==> config.mk <==
export PLATFORM = sky130hd
export DESIGN_NAME = bus_arbiter
export DESIGN_NICKNAME = d
export VERILOG_FILES = /design/src/rtl/bus_arbiter.sv
export SDC_FILE = /design/constraint.sdc
export NUM_CORES = 1
export LEC_CHECK = 0
export CAP_MARGIN = 10
export CORE_MARGIN = 2
export CORE_UTILIZATION = 24
export DETAILED_ROUTE_END_ITERATION = 10
export GPL_ROUTABILITY_DRIVEN = 0
export HOLD_SLACK_MARGIN = 0.08
export PLACE_DENSITY = 0.81
export SYNTH_ARGS = -nofsm -noshare
export SYNTH_HDL_FRONTEND = slang
export SYNTH_SLANG_ARGS = --single-unit
==> constraint.sdc <==
create_clock -name clk -period 2.1 [get_ports clk]
set_input_delay 0.42 -clock clk [delete_from_list [all_inputs] [get_ports clk]]
set_output_delay 0.42 -clock clk [all_outputs]
set_load 0.01 [all_outputs]
==> src/rtl/bus_arbiter.sv <==
// Two-master round-robin bus arbiter with parked idle bus (addr 8'hE0).
// Optional BUS_ARB_TIMEOUT_EN: hold counter forces handover after MAX_HOLD cycles.
// Ports: clk, reset_n (async low); m0_/m1_ req,address,wr,dout in;
//        m0_grant,m1_grant (state-decoded), address,wr,dout shared bus out.
module bus_arbiter #(
  parameter int DATA_W   = 32,
  parameter int MAX_HOLD = 16
) (
  input  logic              clk,
  input  logic              reset_n,
  input  logic              m0_req,
  input  logic [7:0]        m0_address,
  input  logic              m0_wr,
  input  logic [DATA_W-1:0] m0_dout,
  input  logic              m1_req,
  input  logic [7:0]        m1_address,
  input  logic              m1_wr,
  input  logic [DATA_W-1:0] m1_dout,
  output logic              m0_grant,
  output logic              m1_grant,
  output logic [7:0]        address,
  output logic              wr,
  output logic [DATA_W-1:0] dout
);

  localparam logic [1:0] IDLE   = 2'd0;
  localparam logic [1:0] GRANT0 = 2'd1;
  localparam logic [1:0] GRANT1 = 2'd2;

  logic [1:0] r_state;
  logic [1:0] w_next;
  logic       r_last;
  logic       w_expired;

`ifdef BUS_ARB_TIMEOUT_EN
  localparam logic [7:0] HOLD_TOP = 8'(MAX_HOLD - 1);

  logic [7:0] r_hold;

  assign w_expired = (r_hold == HOLD_TOP);

  // Clears on any grant entry, saturates at HOLD_TOP while owned.
  always_ff @(posedge clk or negedge reset_n) begin
    if (!reset_n) begin
      r_hold <= 8'd0;
    end else if (w_next != r_state && w_next != IDLE) begin
      r_hold <= 8'd0;
    end else if (r_state == IDLE) begin
      r_hold <= 8'd0;
    end else if (!w_expired) begin
      r_hold <= r_hold + 8'd1;
    end
  end
`else
  logic w_unused_hold;

  assign w_unused_hold = |8'(MAX_HOLD);
  assign w_expired     = 1'b0;
`endif

  always_comb begin
    w_next = r_state;
    unique case (r_state)
      IDLE: begin
        if (m0_req && m1_req)
          w_next = r_last ? GRANT0 : GRANT1;
        else if (m0_req)
          w_next = GRANT0;
        else if (m1_req)
          w_next = GRANT1;
      end
      GRANT0: begin
        if (m1_req && (w_expired || !m0_req))
          w_next = GRANT1;
        else if (!m0_req)
          w_next = IDLE;
      end
      GRANT1: begin
        if (m0_req && (w_expired || !m1_req))
          w_next = GRANT0;
        else if (!m1_req)
          w_next = IDLE;
      end
      default: w_next = IDLE;
    endcase
  end

  always_ff @(posedge clk or negedge reset_n) begin
    if (!reset_n) begin
      r_state <= IDLE;
      r_last  <= 1'b1;
    end else begin
      r_state <= w_next;
      if (w_next == GRANT0)
        r_last <= 1'b0;
      else if (w_next == GRANT1)
        r_last <= 1'b1;
    end
  end

  assign m0_grant = (r_state == GRANT0);
  assign m1_grant = (r_state == GRANT1);

  // Decoded from the state register only, so an async reset parks
  // the bus immediately.
  always_comb begin
    address = 8'hE0;
    wr      = 1'b0;
    dout    = '0;
    unique case (1'b1)
      m0_grant: begin
        address = m0_address;
        wr      = m0_wr;
        dout    = m0_dout;
      end
      m1_grant: begin
        address = m1_address;
        wr      = m1_wr;
        dout    = m1_dout;
      end
      default: ;
    endcase
  end

endmodule

==> results of run 1 <==
==> worst reg2reg max path: cells and delay by family (launching register included) <==
family | cells | cell delay [ns]
simple gates | 1 | 0.07
compound gates | 4 | 0.54
fa+ha+maj | 2 | 0.49
buf+inv | 2 | 0.43
flops | 1 | 0.36
==> through the flow <==
step	instance area, um2	power (uW)	setup TNS [ns]
after CTS	2420	2670	0
after floorplan	912	1320	0
after global placement	2290	2400	-0.0555
after detailed placement	2290	2410	-0.250
after global routing	2380	2850	-0.0359
final	2380	2630	0
==> power breakdown <==
group          leakage (uW)  switching (uW)  total (uW)  internal (uW)
clock             0.0000228            41.7         171            130
sequential        0.0000359            16.6         113           96.0
combinational      0.000912            1040        2340           1300
==> kinds of logic (layout without fill, tap and decap cells) <==
family,Yosys count,in the layout
fa+ha+maj,6,6
flops,3,3
simple gates,48,48
buf+inv,17,150
compound gates,51,51
==> what timing repair did <==
action                                  CTS  global route
endpoints found under the setup margin   42            22
setup buffers                             2             0
gates cloned                              2             0
hold buffers                              0             0
gates resized for setup                  71            32
==> registers in the layout, summed over array words and instances (netlist names) <==
register  flops
r_last        1
r_state       2
==> layout by cell type (no fill, tap or decap), types with 4 or more instances in the layout <==
cell and count:
clkdlybuf4s50_1 86, nor2b_1 40, a22oi_1 36, dlygate4sd2_1 14, clkbuf_2 14, clkdlybuf4s15_1 10
buf_4 8, a22oi_2 5, nand2_1 4
==> worst max path at each step <==
stage,cells after the start,endpoint,startpoint,slack [ns]
global route,6,dout[18],r_state[1],-0.02
detailed placement,6,dout[17],r_state[1],-0.03
finish,6,dout[18],r_state[1],0.04
floorplan,8,r_last,r_state[0],0.30
CTS,5,m0_grant,r_state[1],0.002
global placement,5,dout[0],r_state[0],-0.04
==> area by class of cell <==
type | count | area [um2] | area share, %
repair buffers | 143 | 1390 | 58.2
multi-input cells | 105 | 802 | 33.7
flip-flops and latches | 3 | 76.3 | 3.21
well taps | 48 | 60.1 | 2.52
clock buffers | 4 | 45.0 | 1.89
inverters | 3 | 11.3 | 0.473
==> metal layers <==
layer	wire length, um	GRT usage [%]
met5	0	0
met4	75	4.17
met3	450	4.62
met2	2090	32.4
met1	1500	20.5
==> impl_metrics.env, run 1 <==
export IMPL_cts_sinks=3
export IMPL_synth_mux_area_share_pct=0
export IMPL_ys_seq_area_share_pct=8.37
export IMPL_synth_seq_cells=3
export IMPL_vias=1487
export IMPL_fill_cells=340
export IMPL_avgViaCountPerCell=4.86
export IMPL_final_util_pct=65.0
export IMPL_tightest_slew_ns=0.274
export IMPL_cts_reportedPaths_clkPinSlew_ns=0.03
export IMPL_clockBufferDepth=2
export IMPL_yosysTopAreaCell="a22oi_1"
export IMPL_start_util_pct=24.9
export IMPL_async_reset_ff_share_pct=100
export IMPL_io_pins=129
export IMPL_criticalPathCategory="register to output pin"
export IMPL_grt_max_degree=24
export IMPL_whs_ns=0.386
export IMPL_fin_nets=351
export IMPL_placed_cells=298
export IMPL_yosys_area_share_simple_pct=31.4
export IMPL_regToRegSetupSlack_ns=0.15
export IMPL_ys_warn_count=0
export IMPL_insertion_delay_ns=0.22
export IMPL_slowest_delay_ns=0.36
export IMPL_start_kind="register"
export IMPL_drive_above_1_share_pct=17.8
export IMPL_worstPathArrival_ns=1.64
export IMPL_wirelength_um=4110
export IMPL_wl_per_cell_um=13.4
export IMPL_crit_chain="buf_4 > ha_4 > bufbuf_16 > a22oi_1 > nor2b_1 > clkdlybuf4s15_2"
export IMPL_period_share_pct=98.0
export IMPL_synth_top_area_share_pct=33.7
export IMPL_cts_root_buffer="clkbuf_8"
export IMPL_synth_compound_area_share_pct=41.4
export IMPL_fin_ws_ns=0.0418
export IMPL_drtAntennaViolNets=0
export IMPL_firstDrtPassIters=4
export IMPL_synth_nets=217
export IMPL_cts_tree="yes"
export IMPL_ctsHtreeMaxLevel=1
export IMPL_cts_buffers_inserted=3
export IMPL_crit_required_ns=1.68
export IMPL_synth_top_family_by_area="compound AO/OA/AOI/OAI gates"
export IMPL_yosys_cell_types_count=24
export IMPL_antenna_cells=0
export IMPL_grt_pass1_wl_um=6200
export IMPL_layout_cells_non_filler=306
export IMPL_antenna_found_initial=0
export IMPL_synthXorXnorAreaFrac_pct=0
export IMPL_grt_util_all_layers_pct=17.8
export IMPL_period_needed_ns=2.06
export IMPL_synth_cells=125
export IMPL_dpl_worst_slack_ns=-0.0273
export IMPL_hold_class="input port to async pin"
export IMPL_reg2reg_depth=9
export IMPL_rsz0062_at_grt="yes"
export IMPL_fp_dieH_um=65.7
export IMPL_die_area_um2=4310
export IMPL_synthAdderAreaFrac_pct=8.23
export IMPL_synthFlopType="dfrtp_1"
export IMPL_p_leak_uw=0.000971
export IMPL_timing_rr_start="r_state[1]"
export IMPL_r2r_end="r_last"
export IMPL_cp_end_kind="output pin"
export IMPL_syn_avg_cell_area_um2=7.30
export IMPL_synth_common_cells="a22oi_1 (41), nor2b_1 (40), ha_1 (6), buf_2 (5)"
export IMPL_maxCapViolCount=0
export IMPL_max_freq_ghz=0.486
export IMPL_port_buffers=128
export IMPL_die_w_um=65.7
export IMPL_synth_area_um2=912
export IMPL_rows=22
export IMPL_core_area_um2=3660
export IMPL_hold_viol_final=0
export IMPL_finClkSkew_ns=0.000497
export IMPL_first_global_vias=1419
export IMPL_cellPowerDensity_nw_per_um2=1100
export IMPL_ys_top_cells_by_area="a22oi_1 (34%), nor2b_1 (27%), ha_1 (8.2%), dfrtp_1 (5.5%), dfstp_2 (2.9%)"
export IMPL_worstPathMaxFanout=16
export IMPL_slew_headroom_pct=81.7
export IMPL_dp_hpwl_um=3110
export IMPL_cpMaxStageDelayCell="dfrtp_1"
export IMPL_status="completed"
export IMPL_crit_buf_inv=3
export IMPL_syn_to_final_growth_pct=161
export IMPL_synth_edff_count=0
export IMPL_critPathTopFamily="buffers and inverters"
export IMPL_drc_errors=0
export IMPL_synth_most_common_cell="a22oi_1"
export IMPL_maxSlewViolCount=0
export IMPL_grt_overflow_total=0
export IMPL_peakVddDrop_uv=733
export IMPL_drtIter0Drc=30
export IMPL_finalSetupViolations=0
Power figures use the tool's default switching activity.
==> run 2, diff against run 1 <==
--- a/config.mk
+++ b/config.mk
@@ -7,11 +7,11 @@
 export LEC_CHECK = 0
 export CAP_MARGIN = 10
 export CORE_MARGIN = 2
-export CORE_UTILIZATION = 24
+export CORE_UTILIZATION = 22
 export DETAILED_ROUTE_END_ITERATION = 10
 export GPL_ROUTABILITY_DRIVEN = 0
 export HOLD_SLACK_MARGIN = 0.08
-export PLACE_DENSITY = 0.81
+export PLACE_DENSITY = 0.78
 export SYNTH_ARGS = -nofsm -noshare
 export SYNTH_HDL_FRONTEND = slang
 export SYNTH_SLANG_ARGS = --single-unit
==> constraint.sdc (replaced) <==
create_clock -name clk -period 1.7 [get_ports clk]
set_input_delay 0.34 -clock clk [delete_from_list [all_inputs] [get_ports clk]]
set_output_delay 0.34 -clock clk [all_outputs]
set_load 0.01 [all_outputs]
==> run 2 against run 1 <==
The run now ends with negative setup slack left. Via count increased by 4.0%. Count of clock-buffer cells in the layout stayed put. Utilization rose by 0.21 points. Critical endpoint is now dout[9].
==> impl_metrics.env, run 2 (synthesis gave the netlist of run 1 again) <==
export IMPL_wirelength_um=4850
export IMPL_worstPathMaxFanout=6
export IMPL_grt_overflow_total=0
export IMPL_clockBufferDepth=2
export IMPL_cts_buffers_inserted=3
export IMPL_crit_required_ns=1.36
export IMPL_firstDrtPassIters=4
export IMPL_fin_ws_ns=-0.286
export IMPL_power_total_uw=3940
export IMPL_period_needed_ns=1.99
export IMPL_slew_headroom_pct=79.6
export IMPL_drc_errors=0
export IMPL_grt_max_degree=23
export IMPL_first_global_vias=1409
export IMPL_antenna_cells=0
export IMPL_regMostFlops="r_state"
export IMPL_antenna_found_initial=0
export IMPL_rows=23
export IMPL_fp_dieH_um=68.4
export IMPL_finClkSkew_ns=0.00174
export IMPL_fin_nets=366
export IMPL_cts_tree="yes"
export IMPL_max_freq_ghz=0.504
export IMPL_period_share_pct=117
export IMPL_die_area_um2=4680
export IMPL_avgViaCountPerCell=4.79
export IMPL_drive_above_1_share_pct=42.9
export IMPL_start_util_pct=22.8
export IMPL_final_common_cell="clkdlybuf4s50_1"
export IMPL_cts_reportedPaths_clkPinSlew_ns=0.03
export IMPL_largest_register_ffs=2
export IMPL_start_kind="register"
export IMPL_rsz0062_at_grt="yes"
export IMPL_p_leak_uw=0.00106
export IMPL_placed_cells=300
export IMPL_mostFrequentLayoutCells="clkdlybuf4s50_1 (85), buf_2 (40), nor2b_1 (38)"
export IMPL_final_util_pct=65.2
export IMPL_tightest_slew_ns=0.305
export IMPL_status="finished, violations left"
export IMPL_vias=1547
export IMPL_insertion_delay_ns=0.22
export IMPL_cp_end_kind="output pin"
export IMPL_grt_pass1_wl_um=6450
export IMPL_holdBufCountCts=0
export IMPL_drtAntennaViolNets=0
export IMPL_reg_top3="r_state x2, r_last x1"
export IMPL_maxCapViolCount=0
export IMPL_dp_hpwl_um=3130
export IMPL_worstPathArrival_ns=1.65
export IMPL_fill_cells=361
export IMPL_cts_root_buffer="clkbuf_8"
export IMPL_syn_to_final_growth_pct=186
export IMPL_maxSlewViolCount=0
export IMPL_tns_ns=-7.15
export IMPL_io_pins=129
export IMPL_layout_cells_non_filler=323
export IMPL_cellPowerDensity_nw_per_um2=1510
export IMPL_violations="negative setup slack"
export IMPL_final_cell_area_um2=2610
export IMPL_drtIter0Drc=33
export IMPL_die_w_um=68.4
export IMPL_ctsHtreeMaxLevel=1
export IMPL_port_buffers=128
export IMPL_grt_util_all_layers_pct=17.9
export IMPL_hold_class="input port to async pin"
export IMPL_finalSetupViolations=43
export IMPL_cts_sinks=3
export IMPL_core_area_um2=4000
export IMPL_wl_per_cell_um=15.0
export IMPL_hold_viol_final=0
export IMPL_peakVddDrop_uv=1140
export IMPL_dpl_cell_area_um2=2280
export IMPL_criticalPathCategory="register to output pin"
[run 2: cell count changes in the layout (fill, tap and decap cells not counted), sizes merged]
cell,change
dlymetal6s2s,-1
dlygate4sd2,-14
clkdlybuf4s15,-13
buf,+54
bufbuf,-1
clkbuf,-9
clkdlybuf4s50,-1
[run 2: layer usage]
metal  part of all wire [%]  wire length [um]  track usage (%)
met1                     36              1750             20.9
met2                     55              2660             32.9
met3                    8.1               391             3.62
met4                   0.80                39             4.25
met5                      0                 0                0
[run 2: layout make-up]
class | instances | area, um2 | share of cell area, %
timing repair buffer | 158 | 1460 | 55.8
multi-input combinational | 105 | 953 | 36.5
sequential | 3 | 76.3 | 2.92
tap | 50 | 62.6 | 2.40
clock buffer | 4 | 45.0 | 1.73
inverter | 3 | 16.3 | 0.623
[run 2: final timing paths]
path / startpoint / end / slack (ns) / cells after the start
min in group clk: r_last / r_last / 0.49 / 2
worst min register to register: r_last / r_last / 0.49 / 2
worst min-delay path: reset_n / r_state[0] / 0.31 / 1
max in group asynchronous: reset_n / r_last / 1.16 / 1
worst max register to register: r_state[1] / r_last / -0.28 / 10
worst max-delay path: r_state[1] / dout[9] / -0.29 / 8
[run 2: repair_timing]
action | 4_1_cts | 5_1_grt
gates cloned | 3 | 3
setup buffers | 4 | 9
pin swaps | 3 | 27
gates resized for setup | 147 | 88
setup endpoints to repair | 44 | 45
[run 2: worst max-delay path, stage by stage (launching register included)]
cell,delay (ns)
dfrtp_1,0.39
buf_6,0.13
ha_4,0.18
buf_12,0.14
buf_6,0.12
buf_4,0.12
a22oi_2,0.14
nor2b_1,0.06
buf_2,0.14
[run 2: power breakdown]
group / switching (uW) / internal (uW)
Sequential: 33.0 / 119
Combinational: 1580 / 2010
Clock: 48.5 / 160
[run 2: per-stage QoR]
stage | worst slack, ns | hold WS [ns]
6_report | -0.286 | 0.312
3_5_place_dp | -0.350 | 0.479
4_1_cts | -0.259 | 0.313
2_1_floorplan | -0.0246 | 0.0444
5_1_grt | -0.359 | 0.329
3_3_place_gp | -0.298 | 0.465
==> run 3, diff against run 2 <==
--- a/config.mk
+++ b/config.mk
@@ -7,11 +7,11 @@
 export LEC_CHECK = 0
 export CAP_MARGIN = 10
 export CORE_MARGIN = 2
-export CORE_UTILIZATION = 22
+export CORE_UTILIZATION = 26
 export DETAILED_ROUTE_END_ITERATION = 10
 export GPL_ROUTABILITY_DRIVEN = 0
 export HOLD_SLACK_MARGIN = 0.08
-export PLACE_DENSITY = 0.78
+export PLACE_DENSITY = 0.87
 export SYNTH_ARGS = -nofsm -noshare
 export SYNTH_HDL_FRONTEND = slang
 export SYNTH_SLANG_ARGS = --single-unit
==> constraint.sdc (replaced) <==
create_clock -name clk -period 2.41 [get_ports clk]
set_input_delay 0.482 -clock clk [delete_from_list [all_inputs] [get_ports clk]]
set_output_delay 0.482 -clock clk [all_outputs]
set_load 0.01 [all_outputs]
==> run 3 against run 2 <==
The run now ends clean. Via count down 5.3%. Sequential power down 25%. Worst setup slack better by 0.42 ns. Count of clock-buffer cells in the layout unchanged. First-iteration DRC count up 82%. Global-route usage up 3.3 points. Worst hold slack better by 0.13 ns. Register-to-register slack better by 0.74 ns. Power down 41%. Utilization up 6.6 points. Wire length down 8.0%. Critical path type unchanged. Largest cell class unchanged.
==> impl_metrics.env, run 3 (synthesis gave the netlist of run 1 again) <==
export IMPL_firstDrtPassIters=4
export IMPL_port_buffers=128
export IMPL_dpl_cell_area_um2=2240
export IMPL_antenna_cells=0
export IMPL_peakVddDrop_uv=697
export IMPL_drtIter0Drc=60
export IMPL_grt_overflow_total=0
export IMPL_period_share_pct=94.6
export IMPL_largest_register_ffs=2
export IMPL_tns_ns=0
export IMPL_regMostFlops="r_state"
export IMPL_fin_nets=347
export IMPL_slew_headroom_pct=80.2
export IMPL_p_leak_uw=0.00120
export IMPL_avgViaCountPerCell=4.88
export IMPL_io_pins=129
export IMPL_cts_tree="yes"
export IMPL_dpl_worst_slack_ns=0.144
export IMPL_die_area_um2=4000
export IMPL_mostFrequentLayoutCells="clkdlybuf4s50_1 (90), a22oi_1 (41), nor2b_1 (40)"
export IMPL_wl_per_cell_um=14.9
export IMPL_cpMaxStageDelayCell="clkdlybuf4s50_1"
export IMPL_finalSetupViolations=0
export IMPL_hold_viol_final=0
export IMPL_final_common_cell="clkdlybuf4s50_1"
export IMPL_worstPathArrival_ns=1.80
export IMPL_cellPowerDensity_nw_per_um2=964
export IMPL_reg2reg_depth=8
export IMPL_reg_top3="r_state x2, r_last x1"
export IMPL_cts_buffers_inserted=3
export IMPL_fin_ws_ns=0.131
export IMPL_power_frac_seq_pct=4.9
export IMPL_wirelength_um=4460
export IMPL_cts_reportedPaths_clkPinSlew_ns=0.04
export IMPL_ctsHtreeMaxLevel=1
export IMPL_p_sw_share_pct=40.8
export IMPL_layout_cells_non_filler=300
export IMPL_status="completed"
export IMPL_insertion_delay_ns=0.23
export IMPL_dp_hpwl_um=3450
export IMPL_grt_max_degree=31
export IMPL_slowest_delay_ns=0.48
export IMPL_power_total_uw=2330
export IMPL_holdBufCountCts=0
export IMPL_grt_pass1_wl_um=6930
export IMPL_crit_chain="buf_12 > ha_4 > buf_6 > a22oi_1 > nand2_1 > clkdlybuf4s50_1"
export IMPL_cts_sinks=3
export IMPL_crit_required_ns=1.93
export IMPL_power_frac_comb_pct=91.4
export IMPL_maxSlewViolCount=0
export IMPL_final_cell_area_um2=2420
export IMPL_fp_dieH_um=63.2
export IMPL_clockBufferDepth=2
export IMPL_cp_end_kind="output pin"
export IMPL_hold_class="input port to async pin"
export IMPL_first_global_vias=1420
export IMPL_syn_to_final_growth_pct=165
export IMPL_maxCapViolCount=0
export IMPL_placed_cells=292
export IMPL_core_area_um2=3360
export IMPL_max_freq_ghz=0.439
export IMPL_start_util_pct=27.1
export IMPL_drtAntennaViolNets=0
export IMPL_start_kind="register"
export IMPL_worstPathMaxFanout=14
export IMPL_drive_above_1_share_pct=8.27
export IMPL_p_switching_uw=950
export IMPL_finClkSkew_ns=0.00669
export IMPL_vias=1465
export IMPL_drc_errors=0
export IMPL_antenna_found_initial=0
export IMPL_tightest_slew_ns=0.297
export IMPL_clkPwrFrac_pct=3.8
export IMPL_rows=21
export IMPL_period_needed_ns=2.28
export IMPL_rsz0062_at_grt="no"
export IMPL_p_int_uw=1380
export IMPL_criticalPathCategory="register to output pin"
export IMPL_die_w_um=63.2
export IMPL_cts_root_buffer="clkbuf_4"
export IMPL_grt_util_all_layers_pct=21.2
run 3: cell count changes in the layout (fill, tap and decap cells not counted), sizes merged:
cell and change:
clkbuf -4, buf -59, bufbuf +1, dlygate4sd2 +24, dlymetal6s2s +14, clkdlybuf4s50 +5
run 3: cell type report:
| cell class | count | area [um2] |
|---|---|---|
| Timing Repair Buffer | 139 | 1470 |
| Fill cell | 283 | 946 |
| Multi-Input combinational cell | 105 | 777 |
| Sequential cell | 3 | 77.6 |
| Tap cell | 46 | 57.6 |
| Clock buffer | 4 | 26.3 |
| Inverter | 3 | 11.3 |
run 3: routing by layer:
layer	vias up	part of all wire [%]	GRT usage [%]
li1	721	-	-
met4	0	0.49	4.08
met5	-	0	0
met1	648	38	24.9
met3	2	10	5.18
met2	94	51	39.0
run 3: final timing paths:
kind | to | startpoint | slack (ns)
worst max-delay path | address[7] | r_state[0] | 0.13
worst min-delay path | r_state[1] | reset_n | 0.44
worst max register to register | r_last | r_state[0] | 0.46
worst min register to register | r_last | r_last | 0.53
max in group asynchronous | r_last | reset_n | 1.75
min in group clk | r_last | r_last | 0.53
run 3: power by group through the flow:
stage	clock, uW	sequential, uW	combinational [uW]
after global placement	0	113	1930
after global routing	97.5	116	2300
after detailed placement	0	116	1940
after floorplan	0	106	1040
after CTS	89.5	113	2010
final	87.4	114	2130
run 3: metrics by stage:
step                      hold slack, ns  util (%)
after global routing               0.436      71.9
after global placement             0.484      66.7
after floorplan                    0.186         -
after CTS                          0.438      68.3
final                              0.438      71.9
after detailed placement           0.534      66.7
run 3: timing repair:
| item | 4_1_cts | 5_1_grt |
|---|---|---|
| resized for setup | 30 | 21 |
| setup endpoints to repair | 38 | 17 |
| cloned | 1 | 1 |
| setup buffers | 1 | 1 |
run 3: worst max-delay path, delay by kind of cell (launching register included):
family / cells / cell delay (ns)
buffers and inverters: 3 / 0.76
flip-flops: 1 / 0.42
AO/OA/AOI/OAI: 1 / 0.15
AND/OR/NAND/NOR: 1 / 0.07
adder cells (fa/ha/maj): 1 / 0.17
==> RTL change 1 (flow settings as in run 2) <==
The option `BUS_ARB_TIMEOUT_EN` is turned on by a define.
--- a/src/rtl/bus_arbiter.sv
+++ b/src/rtl/bus_arbiter.sv
@@ -2,6 +2,8 @@
 // Optional BUS_ARB_TIMEOUT_EN: hold counter forces handover after MAX_HOLD cycles.
 // Ports: clk, reset_n (async low); m0_/m1_ req,address,wr,dout in;
 //        m0_grant,m1_grant (state-decoded), address,wr,dout shared bus out.
+`define BUS_ARB_TIMEOUT_EN
+
 module bus_arbiter #(
   parameter int DATA_W   = 32,
   parameter int MAX_HOLD = 16
Formal check against the unedited RTL: same outputs for any inputs over 10 cycles, from zero or initial values and one cycle with reset_n low; that may be too few to reach the edited logic, so the function may still have changed.
==> RTL change 1 against run 2 <==
The flow still finishes with violations (negative setup slack). Design area up 44%. Sequential share of layout area up 4.5 points. Synthesized cell count up 42%. Sequential cell count up 8. Setup slack worse by 0.26 ns. Register-to-register slack worse by 0.27 ns. Cell count up 35%. Routed wire length up 42%. Total power up 56%. Area after synthesis up 55%. Critical endpoint is now r_hold[6]$_DFFE_PN0P_.
==> RTL change 1: results (changes against run 2) <==
| Metric | Value |
|---|---|
| Post-synthesis adder-cell area fraction | 0.0621 (-0.0202) |
| Reg-to-reg slack, setup | -0.55 ns (-0.27 ns) |
| Pwr per Cell Area | 1640 mW/mm^2 (+8.3%) |
| Crit-path max FO | 7 (+1) |
| WL met1 | 2.75 mm (+57%) |
| Initial DRC count | 47 (+42%) |
| Hold WS | 0.432 ns (+0.120 ns) |
| Status | finished with violations |
| Global-route wire length before repair | 10.5 mm (+63%) |
| Top Registers | r_hold (8), r_state (2), r_last (1) |
| Placed standard-cell area | 0.00313 sq mm (+37%) |
| Slowest CP cell | dfrtp_2 |
| CTS clk-pin slew, worst paths | 0.05 ns (+0.02 ns) |
| # setup viols final | 53 (+23%) |
| Resized Gates After CTS | 247 (+68%) |
| Nets@finish | 454 (+24%) |
| Max incr delay on CP | 0.43 ns (+0.04 ns) |
| Post-synth top cells | a22oi_1 (41), nor2b_1 (39), clkbuf_1 (12) |
| Fill cell count | 523 (+45%) |
| Total Neg Setup Slack | -18.83 ns (-11.68 ns) |
| Synth unique cells | 35 (+46%) |
| Failing checks | negative setup slack |
| Cell family with most CP delay | compound AO/OA/AOI/OAI gates |
| Top post-synthesis cells by area | a22oi_1 (22%), dfrtp_1 (18%), nor2b_1 (17%) |
| Max transition margin | 0.682 (-0.114) |
| Synth Instances | 178 (+42%) |
| DR WL/cell | 15.8 microns (+5.3%) |
| Placement Setup Slack | -0.802 ns (-0.452 ns) |
| Length of routed met2 wiring | 3.83 mm (+44%) |
| Post-synthesis net count | 271 (+25%) |
| Register area share after synthesis | 0.196 (+0.112) |
| Pin count of the biggest net entering global routing | 22 (-4.3%) |
| Post-route setup slack | -0.545 ns (-0.260 ns) |
| Max IR drop VDD | 881 uV (-23%) |
| Postcts setup bufs | 20 (+16) |
==> RTL change 1: cell types whose count changed after synthesis, moves of 3 or more <==
| cell | before | now |
|---|---|---|
| a21oi_1 | 0 | 3 |
| buf_2 | 5 | 2 |
| clkbuf_1 | 4 | 12 |
| dfrtp_1 | 2 | 10 |
| mux2_2 | 0 | 3 |
| mux2i_1 | 0 | 4 |
| nand2_1 | 4 | 10 |
| nor2_1 | 1 | 6 |
| nor4_1 | 0 | 8 |
| xor2_1 | 0 | 3 |
==> RTL change 1: power breakdown <==
| part | switching (mW) | total [mW] | internal (mW) |
|---|---|---|---|
| clock | 0.0914 | 0.255 | 0.164 |
| combinational | 2.41 | 5.49 | 3.08 |
| sequential | 0.0734 | 0.408 | 0.334 |
| total | 2.58 | 6.15 | 3.58 |
==> RTL change 1: final cells by class <==
class / count / share of cell area
flip-flops and latches: 11 / 0.0742
inverters: 5 / 0.00632
clock buffers: 4 / 0.0120
repair buffers: 193 / 0.492
well taps: 77 / 0.0256
multi-input cells: 147 / 0.390
==> RTL change 2 (settings of run 2) <==
Made on the original files. Change the parameter `DATA_W` from 32 to 48.
--- a/src/rtl/bus_arbiter.sv
+++ b/src/rtl/bus_arbiter.sv
@@ -3,7 +3,7 @@
 // Ports: clk, reset_n (async low); m0_/m1_ req,address,wr,dout in;
 //        m0_grant,m1_grant (state-decoded), address,wr,dout shared bus out.
 module bus_arbiter #(
-  parameter int DATA_W   = 32,
+  parameter int DATA_W   = 48,
   parameter int MAX_HOLD = 16
 ) (
   input  logic              clk,
Interface: changed (resized dout, m0_dout and m1_dout); port bits go from 129 to 177. The function was not compared with the original's and may differ.
==> RTL change 2 against run 2 <==
The run still ends with negative setup slack left. Core utilization rose by 7.4 points. Routed wire length grew 53%. Count of clock-buffer cells in the layout stayed put. Combinational power rose by 46%. Design area up 42%. Setup slack worse by 0.0025 ns. Area after synthesis up 27%. Total power is 41% higher. Sequential cell count unchanged. Fmax is 0.13% lower. First-iteration DRC count is 76% higher. Cell count is 36% higher.
==> RTL change 2: results (changes against run 2) <==
| Metric | Value |
|---|---|
| Async SR Flop Fraction | 1.00 (unchanged) |
| Area Overhead vs Synth | 220% |
| Global-route wire length before repair | 10.4 mm (+62%) |
| Length of routed met2 wiring | 3.87 mm (+45%) |
| P_sw | 2.30 mW (+39%) |
| Yosys warns | 0 (unchanged) |
| CTS clk-pin slew, worst paths | 0.03 ns (about the same) |
| Placement Setup Slack | -0.386 ns (-0.0359 ns) |
| Total power | 5.57 mW (+41%) |
| Status | finished with violations |
| Maximum buffer depth of the clock tree | 2 (unchanged) |
| Register area share after synthesis | 0.0657 (-0.0179) |
| R2R cell count | 8 (-2) |
| Worst-Margin Slew | 0.200 ns (-0.105 ns) |
| GR met3 Demand/Resource | 0.0376 (+0.00146) |
| Met1 Track Usage GR | 0.252 (+0.0424) |
| Max IR drop VDD | 1180 uV (+3.1%) |
| Vias in the first global route | 2114 (+50%) |
| Synth Instances | 159 (+27%) |
| Met2 Use GR | 0.400 (+0.0707) |
| Cell family with most CP delay | buffers and inverters |
| Vias/cell | 4.77 (-0.36%) |
| Wire length on met3 | 459 microns (+17%) |
| # setup viols final | 59 (+37%) |
| Cts hold-fix bufs | 0 (unchanged) |
| Post-route setup slack | -0.288 ns (-0.00249 ns) |
| Final hold violation count | 0 (unchanged) |
| Hold WS | 0.314 ns (+0.00161 ns) |
| Synth unique cells | 22 (-8.3%) |
| WL met1 | 3.01 mm (+72%) |
| Post-DP HPWL | 4.62 mm (+48%) |
| # H-tree levels | 1 (unchanged) |
| Post-synthesis adder-cell area fraction | 0.0647 (-0.0176) |
| Failing checks | negative setup slack |
| Nets@finish | 494 (+35%) |
| Max incr delay on CP | 0.39 ns (about the same) |
| Layout cells sized above 1 | 0.547 (+0.119) |
| Placed standard-cell area | 0.00317 sq mm (+39%) |
| Post-synth top cells | a22oi_1 (57), nor2b_1 (54), buf_2 (8) |
| DR pass1 iterations | 4 (unchanged) |
| Pin count of the biggest net entering global routing | 26 (+13%) |
| Post-synth EDFFs | 0 (unchanged) |
| LEAKAGE | 1.50 nW (+41%) |
| Total Neg Setup Slack | -11.17 ns (-4.02 ns) |
| Diodes inserted | 0 (unchanged) |
| Non-filler cells, final | 439 (+36%) |
| Post-synthesis net count | 283 (+30%) |
| DR top layer | met4 |
| Top Registers | r_state (2), r_last (1) |
| Initial DRC count | 58 (+76%) |
| Reg-to-reg critical path startpoint | r_state[1]$_DFF_PN0_ |
| Port bufs | 176 (+38%) |
| Top post-synthesis cells by area | a22oi_1 (37%), nor2b_1 (29%), ha_1 (6.5%) |
| Compound-cell area share of the yosys netlist | 0.430 (+0.0157) |
| Setup Skew | 0.00319 ns (+0.00145 ns) |
| Reg-to-reg slack, setup | -0.26 ns (+0.02 ns) |
| Placed Cells incl. Taps | 402 (+34%) |
| GRT Total Usage | 0.212 (+0.0334) |
| DR WL/cell | 16.9 microns (+12%) |
| Proportion of synthesized area in mux cells | 0.0216 (+0.0216) |
-- RTL change 2: changes by cell type after synthesis, sizes merged, moves of 2 or more --
cell    change
a22oi      +16
buf         +2
clkbuf      +3
nor2b      +14
o21ai       -3
-- RTL change 2: power groups by stage --
stage | clock (mW) | combinational, mW | sequential, mW
final | 0.207 | 5.23 | 0.134
after global routing | 0.219 | 5.55 | 0.138
after CTS | 0.214 | 4.26 | 0.133
after detailed placement | 0 | 4.00 | 0.135
after global placement | 0 | 3.95 | 0.131
after floorplan | 0 | 2.12 | 0.141
-- RTL change 2: what timing repair did --
item,4_1_cts,5_1_grt
setup buffers,6,16
gates resized for setup,259,50
cloned,1,10
setup endpoints to repair,60,61
pin swaps,0,10
-- RTL change 2: worst max-delay path by stage --
stage | start | to | slack [ns] | cells past startpoint
5_1_grt | r_state[1]$_DFF_PN0_ | r_last$_DFFE_PN1P_ | -0.35 | 8
3_5_place_dp | r_state[1]$_DFF_PN0_ | dout[10] | -0.39 | 6
2_1_floorplan | r_state[0]$_DFF_PN0_ | r_last$_DFFE_PN1P_ | -0.19 | 9
6_report | r_state[1]$_DFF_PN0_ | dout[18] | -0.29 | 7
3_3_place_gp | r_state[1]$_DFF_PN0_ | dout[47] | -0.34 | 5
4_1_cts | r_state[1]$_DFF_PN0_ | dout[32] | -0.25 | 6
-- RTL change 2: final cells by class --
cell class	instances	area [sq um]
sequential	3	76.3
fill	390	1400
inverter	4	15.0
timing repair buffer	225	2150
clock buffer	4	45.0
tap	70	87.6
multi-input combinational	133	1340
-- RTL change 2: kinds of logic after synthesis --
logic type / count (synthesis)
adder cells (fa/ha/maj): 6
multiplexers: 2
buffers and inverters: 23
AND/OR/NAND/NOR: 60
flip-flops: 3
AO/OA/AOI/OAI: 65
